==> config.mk <==
export PLATFORM = sky130hd
export DESIGN_NAME = banco_registradores_n
export DESIGN_NICKNAME = d
export VERILOG_FILES = /design/src/rtl/banco_registradores_n_pkg.sv /design/src/rtl/seq_limpeza.sv /design/src/rtl/banco_registradores_n.sv
export SDC_FILE = /design/constraint.sdc
export NUM_CORES = 1
export LEC_CHECK = 0
export CAP_MARGIN = 20
export CORE_MARGIN = 4
export CORE_UTILIZATION = 62
export CTS_CLUSTER_DIAMETER = 80
export DETAILED_ROUTE_END_ITERATION = 8
export HOLD_SLACK_MARGIN = 0.02
export PLACE_DENSITY_LB_ADDON = 0.25
export SYNTH_ARGS = -nofsm -noshare
export SYNTH_HDL_FRONTEND = slang
export SYNTH_HIERARCHICAL = 1
export SYNTH_SLANG_ARGS = --single-unit
export TNS_END_PERCENT = 100
==> constraint.sdc <==
create_clock -name clk -period 2.8 [get_ports clk]
set_clock_uncertainty 0.05 [all_clocks]
set_input_delay 0.56 -clock clk [delete_from_list [all_inputs] [get_ports clk]]
set_output_delay 0.56 -clock clk [all_outputs]
set_load 0.05 [all_outputs]
==> src/rtl/banco_registradores_n_pkg.sv <==
// Shared types and default sizing for the register bank and its clear sequencer.
package banco_registradores_n_pkg;
   localparam int SIZE_DEF = 8;
   localparam int AW_DEF   = 3;

   typedef enum logic {IDLE = 1'b0, LIMPA = 1'b1} estado_t;
endpackage

==> src/rtl/seq_limpeza.sv <==
// Bulk-clear sequencer: walks every address once, strobing a clear per cycle.
module seq_limpeza
   import banco_registradores_n_pkg::*;
#(
   parameter int AW = AW_DEF
) (
   input  logic          clk,
   input  logic          clr_n,
   input  logic          clr_req,
   output logic          busy,
   output logic          done,
   output logic [AW-1:0] clr_addr,
   output logic          clr_stb
);
   localparam logic [AW-1:0] LAST = '1;

   estado_t       estado, estado_next;
   logic [AW-1:0] cnt, cnt_next;
   logic          done_next;

   always_ff @(posedge clk or negedge clr_n) begin
      if (!clr_n) begin
         estado <= IDLE;
         cnt    <= '0;
         done   <= 1'b0;
      end else begin
         estado <= estado_next;
         cnt    <= cnt_next;
         done   <= done_next;
      end
   end

   always_comb begin
      estado_next = estado;
      cnt_next    = cnt;
      done_next   = 1'b0;
      busy        = 1'b0;
      clr_stb     = 1'b0;
      clr_addr    = cnt;
      case (estado)
         IDLE: begin
            if (clr_req) begin
               estado_next = LIMPA;
               cnt_next    = '0;
            end
         end
         LIMPA: begin
            busy    = 1'b1;
            clr_stb = 1'b1;
            // Leaving at the last address keeps the counter from wrapping.
            if (cnt == LAST) begin
               estado_next = IDLE;
               done_next   = 1'b1;
            end else begin
               cnt_next = cnt + 1'b1;
            end
         end
         default: estado_next = IDLE;
      endcase
   end
endmodule

==> src/rtl/banco_registradores_n.sv <==
// Register bank: 2 combinational read ports, 1 write port, sequential bulk clear.
// Define BANCO_BYPASS_EN for write-through forwarding of accepted writes.
module banco_registradores_n
   import banco_registradores_n_pkg::*;
#(
   parameter int Size    = SIZE_DEF,
   parameter int AW      = AW_DEF,
   parameter int ZERO_R0 = 0
) (
   input  logic            clk,
   input  logic            clr_n,
   input  logic            we,
   input  logic [AW-1:0]   a3,
   input  logic [Size-1:0] wd,
   input  logic [AW-1:0]   a1,
   input  logic [AW-1:0]   a2,
   input  logic            clr_req,
   output logic [Size-1:0] rd1,
   output logic [Size-1:0] rd2,
   output logic            busy,
   output logic            done
);
   localparam int N = 2 ** AW;

   logic [N-1:0][Size-1:0] mem;
   logic [AW-1:0]          clr_addr;
   logic                   clr_stb;
   logic                   wr_ok;

   seq_limpeza #(.AW(AW)) u_seq (
      .clk      (clk),
      .clr_n    (clr_n),
      .clr_req  (clr_req),
      .busy     (busy),
      .done     (done),
      .clr_addr (clr_addr),
      .clr_stb  (clr_stb)
   );

   // A pending clear request takes priority over a same-cycle write.
   assign wr_ok = we && !busy && !clr_req && !((ZERO_R0 != 0) && (a3 == '0));

   always_ff @(posedge clk or negedge clr_n) begin
      if (!clr_n)
         mem <= '0;
      else if (clr_stb)
         mem[clr_addr] <= '0;
      else if (wr_ok)
         mem[a3] <= wd;
   end

   always_comb begin
      rd1 = mem[a1];
      rd2 = mem[a2];
`ifdef BANCO_BYPASS_EN
      if (wr_ok && (a1 == a3)) rd1 = wd;
      if (wr_ok && (a2 == a3)) rd2 = wd;
`endif
      if ((ZERO_R0 != 0) && (a1 == '0)) rd1 = '0;
      if ((ZERO_R0 != 0) && (a2 == '0)) rd2 = '0;
   end
endmodule

== Word-level counts from Yosys, hierarchy flattened ==
Cells that the tools add are included.
W data, S select, Z words.

* Div/mod/pow operators: 0
* Add/subtract/negate cells: 1
* Reduce and logical (&&, ||, !) cells: 8
* Shift operators: 0
* Multipliers: 0
* Eq/ne operators: 3
* Order comparisons: 6
* Bitwise logic cells: 3
* Muxes and demuxes: 20

{| class="wikitable"
|+ Operators by type and width
! operator !! number
|-
| $mux W64 || 2
|-
| $and A64 B64 Y64 || 1
|-
| $bwmux W64 || 1
|-
| $not A64 Y64 || 1
|-
| $bmux W8 S3 || 2
|-
| $demux W8 S3 || 2
|-
| $mux W8 || 4
|-
| $lt A3 B4 Y1 const B || 4
|-
| $ge A3 B1 Y1 const B || 2
|-
| $mux W3 || 2
|-
| $pmux W3 S2 || 1
|-
| $mux W1 || 5
|-
| $logic_and A1 B1 Y1 || 4
|-
| $ne A2 B2 Y1 const B || 2
|-
| $add A3 B1 Y3 const B || 1
|-
| $eq A3 B3 Y1 const B || 1
|-
| $logic_not A1 Y1 || 2
|-
| $pmux W1 S2 || 1
|-
| $reduce_and A2 Y1 || 1
|-
| $reduce_bool A2 Y1 || 1
|-
| $not A1 Y1 || 1
|}

* Register bits: 69
* Latch bits: 0
* Input bits: 21
* Logic and storage cells: 52
* ROM bits: 0
* Memories: 0
* RAM bits: 0
* Output and inout bits: 18

== Depth between registers and ports, before layout ==
Gate-level depths: netlist of the first run.

* Depth after elaboration: 7
* Gate-level depth with buffers: 6
* Depth with buffers taken out: 4

== Modules after synthesis ==
Netlist of the first run, hierarchy kept.

{| class="wikitable"
|+ Modules (own cells, without submodules)
! module !! cells each !! sequential area each (um2) !! area each (um2) !! times used
|-
| banco_registradores_n || 289 || 1601.5 || 3828.7 || 1
|-
| seq_limpeza || 18 || 125.1 || 247.7 || 1
|}

== Least setup slack after synthesis of the first run ==
Ideal clock, no wire load.

* Path kind: input port to output port
* Start point: input port a2[0]
* End point: output port rd2[0]
* Slack: 0.465 ns
* Arrival: 1.725 ns
* Required time: 2.190 ns
* Stages: 4
* Buffers on the path: 2
* Cell sequence: buf_6 -> buf_12 -> mux4_1 -> mux2_2

* Cells in the longest elaborated chain, start to end: 2

{| class="wikitable"
|+ RTL lines
! element !! line !! RTL
|-
| start, declared || banco_registradores_n.sv:16 || <nowiki>input logic [AW-1:0] a2,</nowiki>
|-
| $bmux W8 S3 || banco_registradores_n.sv:54 || <nowiki>rd2 = mem[a2];</nowiki>
|-
| $mux W8 (implied by the code) || banco_registradores_n.sv:54 ||
|-
| end, declared || banco_registradores_n.sv:19 || <nowiki>output logic [Size-1:0] rd2,</nowiki>
|}

Every way passes these cells. The select of a mux whose other input is x is not followed.

== Worst setup path after layout of the first run ==
* Start point: input port a2[2]
* End point: output port rd2[4]

Same word-level chain as after synthesis.

==> results_dict.tcl, run 1 <==
set metrics [dict create \
    firstDrtPassIters 5 \
    timing.fmax_mhz 377 \
    reg2reg_slack_ns 0.93 \
    yosys_warnings 6 \
    die_area_mm2 0.00794 \
    wl_mm 10.4 \
    critical_path_class "in -> out" \
    ys_types 29 \
    synth-adder-area-share 0.00614 \
    synth_top_cell_by_area "dfrtp_1" \
    clock_sinks 69 \
    power_mw 3.86 \
    synthCells 307 \
    yosysTopAreaCellShare 0.424 \
    initial_core_util 0.642 \
    arrival_ns 2.04 \
    slew_violations 0 \
    cts_root_buf "clkbuf_8" \
    tritoncts "yes" \
    layout-drive-gt1-share 0.207 \
    core-area_mm2 0.00635 \
    ant_nets 0 \
    dp_hpwl_mm 6.63 \
    grt_setup_unrepaired "no" \
    grt_overflow 0 \
    synth_top_family_by_area "multiplexers" \
    endpoint_kind "output pin" \
    track_usage 0.289 \
    synth_compound_gate_area_share 0.00645 \
    routedWlPerCell_um 24.3 \
    finalSetupViolCount 0 \
    synthesis.area_mm2 0.00408 \
    pin_count 39 \
    cts_buffer_depth 2 \
    min_period_over_period 0.946 \
    final_cells 429 \
    diodes 0 \
    vdd_drop_max_mv 0.848 \
    synth-xor-area-share 0.00215 \
    antenna_found_initial 0 \
    port_buffers 38 \
    status "complete, no violations" \
    period_minus_slack_ns 2.65 \
    leakage_nw 2.59 \
    hold-worst-slack_ns 0.114 \
    die_h_um 89.1 \
    ctsHtreeMaxLevel 3 \
    path_clk_slew_ns 0.07 \
    vias 2814 \
    seq_area_mm2 0.00173 \
    cts_setup_buffers 0 \
    multi_input_area_mm2 0.00218 \
    numCtsBuffers 9 \
    fp.dieW_um 89.1 \
    reg2regPathDepth 4 \
    relSlewSlack 0.599 \
    ys_ff_latch 69 \
    avgSynthCellArea_um2 13.3 \
    cap_violations 0 \
    vias_per_cell 6.56 \
    synthSimpleGateAreaFrac 0.105 \
    crit_fanout 16 \
    area_delta_synth_final_pct 17.7 \
    r2r_end "mem[5]" \
    gp_congestion 0.819 \
    hold_class "in -> async" \
    grt_pass1_vias 2948 \
    cp-startpoint "a2[2]" \
    clock_latency_ns 0.34 \
    rows 29 \
    yosysSeqAreaShare 0.424 \
    drc 0 \
    timing.final.hold_violations 0 \
    worstSetupStartpointType "input port" \
    synth_area_leaders "dfrtp_1, mux4_1, mux2i_1" \
    powerDensity_mw_per_mm2 805 \
    dpl_worst_slack_ns -0.148 \
    grt_pass1_wl_mm 16.2 \
    synth_mux_area_frac 0.415 \
    fillers 407 \
    setup_tns_ns 0 \
    tightest_slew_ns 0.599 \
    worstPathRequired_ns 2.19 \
    reg2reg_from "u_seq/estado" \
    layout_setup_ws_ns 0.150 \
    syn_nets 330 \
    grt_max_degree 52 \
    nets 370 \
    first_iter_violations 296 \
    place_inst 411 \
]
[power by group]
group / total (mW) / internal [mW] / switching (mW)
logic: 1.39 / 0.611 / 0.782
clock network: 0.982 / 0.588 / 0.393
registers: 1.49 / 1.25 / 0.241
total: 3.86 / 2.45 / 1.42
[placed cells by master (no fill, tap or decap), drive strengths merged]
| cell | n |
|---|---|
| a22o | 3 |
| and2 | 1 |
| and4b | 2 |
| and4bb | 1 |
| buf | 27 |
| bufbuf | 2 |
| bufinv | 3 |
| clkbuf | 11 |
| clkdlybuf4s50 | 19 |
| clkinv | 4 |
| dfrtp | 69 |
| ha | 2 |
| inv | 9 |
| mux2 | 18 |
| mux2i | 65 |
| mux4 | 32 |
| nand2 | 68 |
| nand3 | 2 |
| nand4 | 1 |
| nand4b | 3 |
| nand4bb | 3 |
| nor2 | 2 |
| nor3 | 1 |
| nor3b | 1 |
| nor4b | 1 |
| or4b | 1 |
| xnor2 | 1 |
[registers in the layout, summed over array words and instances (netlist names)]
signal / flops
mem: 64
u_seq/done: 1
u_seq/clr_addr: 3
u_seq/estado: 1
[critical path, stage by stage]
cell and delay (ns):
clkdlybuf4s50_1 0.50, buf_12 0.17, mux4_2 0.32, mux2_2 0.29, buf_4 0.19
[repair_timing]
item / CTS / global route
setup endpoints to repair: 16 / 9
gates cloned: 2 / 0
gates resized for setup: 4 / 2
pin swaps: 0 / 0
hold buffers: 0 / 0
hold endpoints to repair: 0 / 0
[cell families (layout without fill, tap and decap cells)]
kind of cell    after synthesis  in the layout
mux                         115            115
xor+xnor                      1              1
flops                        69             69
fa+ha+maj                     2              2
buf+inv                      30             75
simple gates                 87             87
compound gates                3              3
[routing by layer]
metal	GRT usage	share of wire
met4	0.118	0.032
met3	0.0544	0.068
met5	0	0
met2	0.463	0.49
met1	0.390	0.41
[per-stage QoR]
stage	utilization	instance area [um^2]
2_1_floorplan	-	4080
3_3_place_gp	0.710	4510
3_5_place_dp	0.710	4510
4_1_cts	0.757	4810
5_1_grt	0.756	4800
6_report	0.756	4800
[synthesized netlist by cell type (all sizes together)]
cell type and number:
inv 9, nor3b 1, nand4b 3, nand3 2
nand4bb 3, nor4b 1, xnor2 1, and2 1
nor3 1, ha 2, mux4 32, a22o 3
mux2 18, nand2 68, dfrtp 69, and4b 2
or4b 1, clkbuf 6, buf 15, and4bb 1
mux2i 65, nand4 1, nor2 2
[worst max path at each step]
stage | endpoint | slack (ns) | depth (start not counted)
after CTS | rd2[1] | 0.01 | 5
final | rd2[4] | 0.15 | 5
after global placement | rd1[2] | -0.15 | 5
after global routing | rd2[4] | 0.12 | 5
after floorplan | rd2[0] | 0.47 | 4
after detailed placement | rd1[2] | -0.15 | 5
[cell type report]
cell class                 instances  area share
timing repair buffer              50       0.110
clock buffer                       9      0.0258
multi-input combinational        208       0.454
sequential                        69       0.360
clock inverter                     7      0.0237
inverter                           9     0.00704
tap                               77      0.0201
Power figures use the tool's default switching activity.
==> run 2, diff against run 1 <==
REMOVE_ABC_BUFFERS = 1   (was default)
==> run 2 against run 1 <==
Compared with the run above: sequential power about the same; combinational power about the same; setup slack got worse by 0.0038 ns; non-clock buffer count increased by 1; count of clock-buffer cells in the layout increased by 2.
==> results_dict.tcl, run 2 (synthesis results as in run 1) <==
set metrics [dict create \
    cts_root_buf "clkbuf_8" \
    relSlewSlack 0.556 \
    firstDrtPassIters 4 \
    hold-worst-slack_ns 0.160 \
    worstSetupStartpointType "input port" \
    grt_pass1_vias 2979 \
    grt_max_degree 47 \
    crit_chain "clkdlybuf4s50_1 -> buf_12 -> mux4_2 -> mux2_2 -> buf_4" \
    leakage_nw 2.56 \
    grt_pass1_wl_mm 16.4 \
    cp_slowest_cell "clkdlybuf4s50_1" \
    p_sw_mw 1.38 \
    ant_nets 0 \
    die_h_um 89.1 \
    ctsHtreeMaxLevel 3 \
    path_buf_inv 3 \
    gp_congestion 0.805 \
    stdcell_area_mm2 0.00476 \
    track_usage 0.291 \
    pwr-share-comb 0.377 \
    top_register "mem" \
    worstSetupPathDepth 5 \
    pwr-share-clk 0.217 \
    tightest_slew_ns 0.664 \
    antenna_found_initial 0 \
    hold_buffers 0 \
    diodes 0 \
    endpoint_kind "output pin" \
    vias_per_cell 6.47 \
    critical_path_class "in -> out" \
    clock_latency_ns 0.34 \
    worstPathRequired_ns 2.19 \
    pin_count 39 \
    drc 0 \
    path_clk_slew_ns 0.07 \
    slowest_delay_ns 0.51 \
    vias 2781 \
    core-area_mm2 0.00635 \
    cpLargestDelayFamily "buffers and inverters" \
    final_common_cell "dfrtp_1" \
    slew_violations 0 \
    area_delta_synth_final_pct 16.7 \
    vdd_drop_max_mv 0.692 \
    p_seq_frac 0.406 \
    grt_overflow 0 \
    layout-drive-gt1-share 0.210 \
    min_period_over_period 0.948 \
    status "complete, no violations" \
    crit_fanout 16 \
    cts_setup_buffers 0 \
    largest_register_ffs 64 \
    finalSetupViolCount 0 \
    die_area_mm2 0.00794 \
    routedWlPerCell_um 24.3 \
    wl_mm 10.4 \
    hold_class "in -> async" \
    sw_frac_of_total 0.377 \
    cap_violations 0 \
    initial_core_util 0.642 \
    placed_cell_area_mm2 0.00451 \
    reg2regPathDepth 4 \
    port_buffers 38 \
    tritoncts "yes" \
    grt_setup_unrepaired "no" \
    first_iter_violations 250 \
    timing.fmax_mhz 377 \
    nets 371 \
    cts_buffer_depth 2 \
    final_cell_mix "dfrtp_1, nand2_1, mux2i_1" \
    fp.dieW_um 89.1 \
    rows 29 \
    timing.final.hold_violations 0 \
    dp_hpwl_mm 6.70 \
    numCtsBuffers 9 \
    arrival_ns 2.04 \
    clock_sinks 69 \
    period_minus_slack_ns 2.65 \
    power.internal_mw 2.29 \
    powerDensity_mw_per_mm2 771 \
]
## run 2: cell count changes in the layout (fill, tap and decap cells not counted)
cell,previous run,this run
bufinv_16,3,1
mux4_2,3,4
clkbuf_1,0,1
clkinv_2,3,4
buf_4,21,22
clkbuf_8,9,10
mux4_1,29,28
clkinv_4,1,0
## run 2: what timing repair did
item / 4_1_cts / 5_1_grt
gates cloned: 2 / 0
gates resized for setup: 5 / 2
setup endpoints to repair: 16 / 10
## run 2: per-stage QoR
step	worst slack [ns]	TNS [ns]	total power, mW	std cells	util
final	0.146	0	3.67	430	0.749
after global routing	0.0996	0	3.87	430	0.749
after CTS	0.00951	0	3.67	430	0.751
after detailed placement	-0.154	-1.90	2.86	412	0.711
after global placement	-0.141	-1.70	2.80	412	0.711
after floorplan	0.728	0	2.36	286	-
## run 2: final timing paths
kind / startpoint / slack, ns / endpoint
max in group asynchronous: clr_n / 1.88 / mem[4]
setup reg to reg: u_seq/estado / 0.99 / mem[32]
hold / removal: clr_n / 0.16 / mem[56]
min in group clk: mem[1] / 0.49 / mem[1]
setup / recovery: a1[2] / 0.15 / rd1[3]
hold reg to reg: mem[1] / 0.49 / mem[1]
## run 2: layout make-up
| cell class | count | area, um^2 |
|---|---|---|
| inverter | 9 | 33.8 |
| multi-input combinational | 208 | 2170 |
| sequential | 69 | 1730 |
| tap | 77 | 96.3 |
| fill | 413 | 1590 |
| timing repair buffer | 51 | 536 |
| clock buffer | 11 | 141 |
| clock inverter | 5 | 50.0 |
## run 2: layer usage
| layer | global-route usage | part of all wire | up-vias |
|---|---|---|---|
| met3 | 0.0682 | 0.095 | 16 |
| met2 | 0.484 | 0.48 | 142 |
| met5 | 0 | 0 | - |
| met1 | 0.383 | 0.41 | 1383 |
| li1 | - | - | 1240 |
| met4 | 0.0880 | 0.016 | 0 |
## run 2: power by group through the flow
stage / Sequential [mW] / Combinational (mW) / Clock, mW
after floorplan: 1.47 / 0.894 / 0
after global placement: 1.47 / 1.33 / 0
after detailed placement: 1.50 / 1.36 / 0
after CTS: 1.48 / 1.38 / 0.801
after global routing: 1.53 / 1.49 / 0.854
final: 1.49 / 1.38 / 0.797
## run 2: worst register-to-register path, stage by stage, from the launching register on
cell and delay [ns]:
dfrtp_1 0.50, buf_4 0.25, nand4bb_1 0.51, nand2_1 0.26, mux2i_1 0.11
